**src/rtl/div_sched_pkg.sv**
```systemverilog
// Shared types and defaults for the div_sched clock-enable scheduler.
// Optional square-wave outputs are enabled by defining SQUARE_OUT_EN.
package div_sched_pkg;

    localparam int DEF_NUM_CH = 4;
    localparam int DEF_DIV_W  = 8;

    // The pending struct is sized for the largest supported configuration.
    localparam int MAX_CH_W   = 3;
    localparam int MAX_DIV_W  = 16;

    typedef enum logic {
        IDLE,
        PEND
    } state_t;

    typedef struct packed {
        logic [MAX_CH_W-1:0]  ch;
        logic [MAX_DIV_W-1:0] div;
    } pend_t;

endpackage

```
**src/rtl/div_sched_chan.sv**
```systemverilog
// One scheduler channel: ratio and counter registers plus output decode.
// clk_out is a real square wave only when SQUARE_OUT_EN is defined.
module div_sched_chan
    import div_sched_pkg::*;
#(
    parameter int DIV_W = DEF_DIV_W
) (
    input  logic             clk_in,
    input  logic             rst,
    input  logic             apply,
    input  logic [DIV_W-1:0] apply_div,
    input  logic             sync,
    output logic             ch_en,
    output logic             clk_out,
    output logic             ch_active
);

    logic [DIV_W-1:0] div_q;
    logic [DIV_W-1:0] cnt_q;

    // div_q is nonzero whenever the terminal compare matters, so div_q-1 cannot wrap.
    assign ch_active = |div_q;
    assign ch_en     = ch_active && (cnt_q == div_q - DIV_W'(1));

    // NOTE: sequential state uses non-blocking assignments so every register
    // samples pre-edge values regardless of block evaluation order.
    always_ff @(posedge clk_in) begin
        if (rst) begin
            div_q <= '0;
            cnt_q <= '0;
        end else if (apply) begin
            div_q <= apply_div;
            cnt_q <= '0;
        end else if (sync || ch_en || !ch_active) begin
            cnt_q <= '0;
        end else begin
            cnt_q <= cnt_q + DIV_W'(1);
        end
    end

`ifdef SQUARE_OUT_EN
    logic [DIV_W-1:0] half_q;

    // ceil(div/2) without widening: floor half plus the dropped LSB.
    assign half_q  = (div_q >> 1) + DIV_W'(div_q[0]);
    assign clk_out = ch_active && (cnt_q < half_q);
`else
    assign clk_out = 1'b0;
`endif

endmodule

```
**src/rtl/div_sched.sv**
```systemverilog
// Top of the clock-enable scheduler: config handshake, deferred-update FSM, channels.
// Define SQUARE_OUT_EN to enable the per-channel square-wave outputs.
module div_sched
    import div_sched_pkg::*;
#(
    parameter int NUM_CH = DEF_NUM_CH,   // 2..8
    parameter int DIV_W  = DEF_DIV_W,    // up to MAX_DIV_W
    parameter int CH_W   = $clog2(NUM_CH)
) (
    input  logic              clk_in,
    input  logic              rst,
    input  logic              cfg_valid,
    output logic              cfg_ready,
    input  logic [CH_W-1:0]   cfg_ch,
    input  logic [DIV_W-1:0]  cfg_div,
    input  logic              sync_req,
    output logic [NUM_CH-1:0] ch_en,
    output logic [NUM_CH-1:0] clk_out,
    output logic [NUM_CH-1:0] ch_active,
    output logic              busy
);

    state_t              state;
    pend_t               pend;
    logic                xfer;
    logic                ch_ok;
    logic                imm;
    logic                pend_fire;
    logic [NUM_CH-1:0]   apply_vec;
    logic [DIV_W-1:0]    apply_div;

    // Ready drops combinationally with rst so no transfer is seen during reset.
    assign cfg_ready = (state == IDLE) && !rst;
    assign busy      = (state == PEND);
    assign xfer      = cfg_valid && cfg_ready;
    assign ch_ok     = int'(cfg_ch) < NUM_CH;

    // Starting or stopping a channel, or a concurrent sync, has no phase to protect.
    assign imm       = xfer && ch_ok &&
                       (!ch_active[cfg_ch] || (cfg_div == '0) || sync_req);
    assign pend_fire = (state == PEND) &&
                       (ch_en[pend.ch[CH_W-1:0]] || sync_req);

    // NOTE: every always_comb output gets a default first, so no path can infer a latch.
    always_comb begin
        apply_vec = '0;
        apply_div = cfg_div;
        if (pend_fire) begin
            apply_vec[pend.ch[CH_W-1:0]] = 1'b1;
            apply_div                    = pend.div[DIV_W-1:0];
        end else if (imm) begin
            apply_vec[cfg_ch] = 1'b1;
        end
    end

    always_ff @(posedge clk_in) begin
        if (rst) begin
            state <= IDLE;
            pend  <= '0;
        end else begin
            case (state)
                IDLE: begin
                    if (xfer && ch_ok && !imm) begin
                        pend.ch  <= MAX_CH_W'(cfg_ch);
                        pend.div <= MAX_DIV_W'(cfg_div);
                        state    <= PEND;
                    end
                end
                PEND: begin
                    if (pend_fire) begin
                        pend  <= '0;
                        state <= IDLE;
                    end
                end
                default: state <= IDLE;
            endcase
        end
    end

    for (genvar i = 0; i < NUM_CH; i++) begin : g_ch
        div_sched_chan #(
            .DIV_W (DIV_W)
        ) u_chan (
            .clk_in    (clk_in),
            .rst       (rst),
            .apply     (apply_vec[i]),
            .apply_div (apply_div),
            .sync      (sync_req),
            .ch_en     (ch_en[i]),
            .clk_out   (clk_out[i]),
            .ch_active (ch_active[i])
        );
    end

endmodule
```
**config.mk**
```make
export PLATFORM = sky130hd
export DESIGN_NAME = div_sched
export DESIGN_NICKNAME = d
export VERILOG_FILES = /design/src/rtl/div_sched_pkg.sv /design/src/rtl/div_sched_chan.sv /design/src/rtl/div_sched.sv
export SDC_FILE = /design/constraint.sdc
export NUM_CORES = 1
export LEC_CHECK = 0
export BUFFER_PORTS_ARGS = -buffer_cell sky130_fd_sc_hd__buf_2
export CELL_PAD_IN_SITES_DETAIL_PLACEMENT = 1
export CELL_PAD_IN_SITES_GLOBAL_PLACEMENT = 1
export CORE_MARGIN = 4
export CORE_UTILIZATION = 25
export CTS_CLUSTER_DIAMETER = 120
export DETAILED_ROUTE_END_ITERATION = 10
export GPL_TIMING_DRIVEN = 0
export PLACE_DENSITY = 0.47
export SLEW_MARGIN = 10
export SYNTH_ARGS = -nofsm -noshare
export SYNTH_HDL_FRONTEND = slang
export SYNTH_SLANG_ARGS = --single-unit
export TNS_END_PERCENT = 1
```
**constraint.sdc**
```tcl
create_clock -name clk_in -period 3 [get_ports clk_in]
set_input_delay 0.6 -clock clk_in [delete_from_list [all_inputs] [get_ports clk_in]]
set_output_delay 0.6 -clock clk_in [all_outputs]
set_load 0.02 [all_outputs]
```
Yosys cells after proc, flatten, opt, wreduce, memory -nomap -nowiden

Cells that the tools add are included.
W data, S select, Z words.

Output and inout bits: 14
Bits of input ports: 14
Word-level logic and storage cells: 86
Register bits after elaboration: 75

Magnitude comparators: 4
Bitwise operators: 1
Add/subtract/negate cells: 8
Equal/unequal tests: 6
Mux-type cells: 17
Reduce and logical (&&, ||, !) cells: 39

Operators by type and width:

| kind                  | number |
|---|---|
| $mux W18              | 2 |
| $pmux W18 S2          | 1 |
| $add A8 B1 Y8 const B | 4 |
| $eq A8 B8 Y1          | 4 |
| $reduce_or A8 Y1      | 4 |
| $sub A8 B1 Y8 const B | 4 |
| $reduce_or A3 Y1      | 4 |
| $logic_and A1 B1 Y1   | 11 |
| $logic_or A1 B1 Y1    | 11 |
| $logic_not A8 Y1      | 1 |
| $mux W4               | 2 |
| $mux W8               | 1 |
| $logic_not A1 Y1      | 7 |
| $lt A2 B3 Y1 const B  | 2 |
| $mux W1               | 6 |
| $bmux W1 S2           | 2 |
| $demux W1 S2          | 2 |
| $ge A2 B1 Y1 const B  | 2 |
| $ne A2 B1 Y1 const B  | 2 |
| $pmux W1 S2           | 1 |
| $reduce_and A2 Y1     | 1 |
| $not A1 Y1            | 1 |

Logic depth before layout (Yosys ltp)

Depth after elaboration: 11
Gate-level depth with buffers: 14
Depth with buffers taken out: 10

By module

A second synthesis with hierarchy kept.

Cells, all modules: 521
Area, all modules: 4727.0 µm²

By module, submodules not included:

| module         | sequential area each (µm²) | area an instance (µm²) | times used | cells each |
|---|---|---|---|---|
| div_sched_chan | 320.3                      | 989.7                  | 4          | 112 |
| div_sched      | 220.2                      | 768.2                  | 1          | 73 |

Worst setup path after synthesis

OpenSTA, ideal clock, no wires.

Path kind: reg-to-reg
From: reg g_ch[2].u_chan.div_q[0]
To: reg g_ch[2].u_chan.div_q[0]
Data required time: 2.863 ns
Library setup time: 0.137 ns
Data arrival time: 2.866 ns
Path slack: -0.004 ns
Stages on the path, launching flop included: 14
Buffers on the path: 3
Period minus slack after synthesis: 3.004 ns
Cells stage by stage: dfxtp_1 > clkbuf_1 > inv_1 > ha_1 > clkbuf_1 > o21bai_1 > a211oi_1 > a211oi_2 > a2111oi_4 > a21oi_1 > a211oi_2 > buf_6 > mux2i_2 > a211oi_1

Elaborated cells between the ends (all ways): 17
Classes of those cells: 1 x add/sub; 1 x eq/ne; 7 x mux; 8 x reduce/logical

RTL lines:

| element                            | line                 | source |
|---|---|---|
| start, declared                    | div_sched_chan.sv:18 | `logic [DIV_W-1:0] div_q;` |
| start signal, assigned             | div_sched_chan.sv:32 | `div_q <= apply_div;` |
| $sub A8 B1 Y8                      | div_sched_chan.sv:23 | `assign ch_en = ch_active && (cnt_q == div_q - DIV_W'(1));` |
| $eq A8 B8 Y1                       | div_sched_chan.sv:23 |  |
| $logic_and A1 B1 Y1 (*)            | div_sched_chan.sv:23 |  |
| named net g_ch[2].u_chan.ch_en     | div_sched_chan.sv:13 | `output logic ch_en,` |
| $bmux W1 S2 (*)                    | div_sched.sv:42      | `(ch_en[pend.ch[CH_W-1:0]] \|\| sync_req);` |
| $mux W1 (not written as such) (*)  | div_sched.sv:42      |  |
| $logic_or A1 B1 Y1 (*)             | div_sched.sv:42      |  |
| $logic_and A1 B1 Y1 (*)            | div_sched.sv:41      | `assign pend_fire = (state == PEND) &&` |
| $mux W8 or $mux W4 (tied branches) | div_sched.sv:48      | `if (pend_fire) begin` |

Mark *: on every way through the listed nets, which the timed path passes. The rest lies on a longest branch. The select of a mux whose other input is x is not followed.
A chain may end at the register's enable or synchronous reset.

Final worst setup path

From: reg g_ch[0].u_chan.div_q[0]
To: out ch_en[0]

Longest elaborated chain between the ends: 3
Elaborated cells between the ends (all ways): 4
Classes of those cells: 1 x add/sub; 1 x eq/ne; 2 x reduce/logical

Ends and longest elaborated chain:

| element                 | line                 | source |
|---|---|---|
| start, declared         | div_sched_chan.sv:18 |  |
| start signal, assigned  | div_sched_chan.sv:32 |  |
| $sub A8 B1 Y8           | div_sched_chan.sv:23 |  |
| $eq A8 B8 Y1            | div_sched_chan.sv:23 |  |
| $logic_and A1 B1 Y1 (*) | div_sched_chan.sv:23 |  |
| end, declared           | div_sched.sv:17      | `output logic [NUM_CH-1:0] ch_en,` |

Mark *: on every way between the ends. The rest lies on a longest branch, timed or not.

==> flow_summary.ini <==
[floorplanning]
dieWidth_um = 139.7
dieArea_um2 = 19530
coreArea_um2 = 16820
fp.dieH_um = 139.7
row_count = 47
pin_count = 28
initial_core_util_pct = 25.80

[logic_synthesis]
synth.distinct_cells = 62
syn_area_per_cell_um2 = 8.458
ys.flop_type = dfxtp_1
yosysWarnings = 0
synth.cells.most_frequent = 84 x nor2_1, 75 x dfxtp_1, 34 x nand2_1, 34 x xnor2_1, 30 x a211oi_1
synth_edf_count = 0
synth.most_common_cell = nor2_1
syn_area_um2 = 4339
async_flop_share_pct = 0
ys_ff_latch = 75
synthTopCellsByArea = dfxtp_1 35%, nor2_1 7.3%, xnor2_1 6.9%
seq_area_frac_synth_pct = 34.60
synth_largest_area_cell = dfxtp_1
syn_inst = 513
synth_top_area_share_pct = 34.60

[sta]
fin_crit_sh_pct = 102.1
rsz0062_at_grt = true
holdWs_ns = 0.4897
finalSetupViolCount = 1
relSlewSlack_pct = 49.82
fin_crit_ns = 3.063
finalMaxSlewViolations = 0
final_hold_viol_count = 0
tightest_slew_ns = 0.7527
max_freq_ghz = 0.3264
setup_ws_ns = -0.06332
fin_skew_ns = 0.009319

[drt]
routed_wl_um = 12830
routedWlPerCell_um = 16.18
antenna_left = 0
viasPerCell = 4.827
vias = 3828
drt-pass1-iter-count = 6
drc = 0
drt-initial-drc-count = 124

[final_layout]
diodes = 0
synthToLayoutAreaGrowth_pct = 28.34
drive_gt1_share_pct = 27.05
utilization_pct = 33.11
finalNetCount = 590
fin_area_um2 = 5569

[cts]
numCtsBuffers = 9
worstSkewPairLatency_ns = 0.35
clock_sinks = 75
clockBufferDepth = 2
ctsRootBufferMaster = clkbuf_16
cts-htree-levels = 3
path_clk_slew_ns = 0.06
cts_tree = built

[min_path]
min-delay-start = g_ch[0].u_chan.cnt_q[0]
worstHoldPathType = reg2reg
min_to = g_ch[0].u_chan.cnt_q[0]
hold_depth = 1

[place]
place_congestion = 0.7529
portBuffers = 22
dp_hpwl_um = 9289
dpl-instance-area_um2 = 4745

[power_and_ir_drop]
leakagePower_nw = 1.971
peakVddDrop_mv = 0.2510
powerDensity_nw_per_um2 = 465.8

[global_routing]
overflow = 0
grt_pass1_wl_um = 21290
grtUsageTotal_pct = 13.51
grt_pass1_vias = 4049
grt_max_degree = 14
antenna_found_initial = 0

[worst_setup_path]
reg2reg_setup_slack_ns = 0.02
path_class = reg2out
crit_arrival_ns = 2.46
endpoint_kind = output pin
reg2reg_to = g_ch[0].u_chan.div_q[1]
worst_r2r_path_depth = 13
critPathRequiredTime_ns = 2.40
timing.rr.start = g_ch[0].u_chan.div_q[0]
worstPathMaxFanout = 3
crit_path_start_kind = register

[outcome]
violations = setup timing
status = finished with violations

[flow_run]
max_cap_violations = 0
## layout make-up
cell class                      instances  area, um^2
Buffer                                 34       224.0
Clock buffer                           10       229.0
Clock inverter                          6       42.54
Fill cell                            2027       11250
Inverter                               19       71.32
Multi-Input combinational cell        383        2838
Sequential cell                        75        1520
Tap cell                              220       275.3
Timing Repair Buffer                   46       369.1
## routing by layer
metal	vias up	part of all wire, %	track usage (%)	routed length [um]
li1	1895	-	-	-
met1	1883	49	18.48	6331
met3	12	2.3	1.750	298
met5	-	0	0	0
met4	0	1.8	5.201	229
met2	38	47	21.65	5968
## report_power, final
group	internal, mW	leakage (nW)	switching, mW
logic	0.225	1.23	0.269
clock network	0.561	0.128	0.468
registers	1.03	0.612	0.0451
total	1.81	1.97	0.782
## how the worst max path moves through the flow
stage,startpoint,to,slack (ns),cells past startpoint
after global routing,g_ch[0].u_chan.div_q[0],ch_en[0],-0.15,9
after CTS,g_ch[0].u_chan.div_q[0],ch_en[0],-0.06,9
after global placement,g_ch[2].u_chan.div_q[0],g_ch[1].u_chan.div_q[2],-1.0,13
after floorplan,g_ch[2].u_chan.div_q[0],g_ch[0].u_chan.div_q[1],0.009,13
after detailed placement,g_ch[2].u_chan.div_q[0],g_ch[3].u_chan.div_q[3],-1.04,13
final,g_ch[0].u_chan.div_q[0],ch_en[0],-0.06,9
## flip-flops by register name (all words and copies together), names as in the netlist
register	flops
g_ch.u_chan.cnt_q	32
g_ch.u_chan.div_q	32
pend	10
busy	1
## stage by stage
stage / worst slack [ns] / cells / power [mW] / TNS (ns)
6_report: -0.06332 / 793 / 2.594 / -0.06332
5_1_grt: -0.1524 / 793 / 2.719 / -4.448
4_1_cts: -0.06245 / 791 / 2.610 / -0.09432
3_5_place_dp: -1.043 / 758 / 1.501 / -41.38
3_3_place_gp: -0.9978 / 758 / 1.489 / -38.89
2_1_floorplan: 0.009409 / 516 / 1.381 / 0
## cell usage in the layout, fill, tap and decap left out, types with 3 or more instances in the layout
cell and n:
nor2_1 83, dfxtp_1 68, xnor2_1 34, nand2_1 34
buf_4 30, buf_2 25, xor2_1 25, nand3_1 24
a211oi_1 20, a211oi_2 17, inv_1 16, clkbuf_1 11
o21ai_0 11, a21oi_1 10, clkbuf_16 9, nor3_1 8
or3_1 8, and3_1 8, mux2i_4 8, nand4_1 7
buf_6 6, ha_1 5, buf_12 5, and2_1 4
nand2b_1 4, o211ai_1 4, conb_1 4, dfxtp_4 4
inv_2 3, o21bai_1 3, o21ba_2 3, nor4_1 3
clkbuf_4 3, ha_4 3, dfxtp_2 3
## worst max-delay path: stages (launching register included)
cell and delay (ns):
dfxtp_4 0.35, inv_2 0.04, ha_4 0.14, or4b_4 0.20
nor2_2 0.04, or4bb_4 0.56, a221oi_4 0.39, and2_4 0.21
buf_6 0.09, buf_6 0.10
## timing repair
action / CTS / global route
buffers inserted: 19 / 4
cloned: 1 / 0
endpoints found under the setup margin: 79 / 70
pin swaps: 14 / 7
hold buffers: 0 / 0
gates resized for setup: 61 / 16
## cells by family (layout without fill, tap and decap cells)
group / after synthesis / in the layout / share of synthesized area, %
multiplexers: 12 / 12 / 2.970
other: 1 / 4 / 0.08642
buffers and inverters: 58 / 115 / 6.719
flip-flops: 75 / 75 / 34.60
AND/OR/NAND/NOR: 203 / 203 / 23.10
AO/OA/AOI/OAI: 97 / 97 / 18.31
adder cells (fa/ha/maj): 8 / 8 / 2.307
XOR/XNOR: 59 / 59 / 11.91
Note: power is estimated with default switching activity, not from simulation.
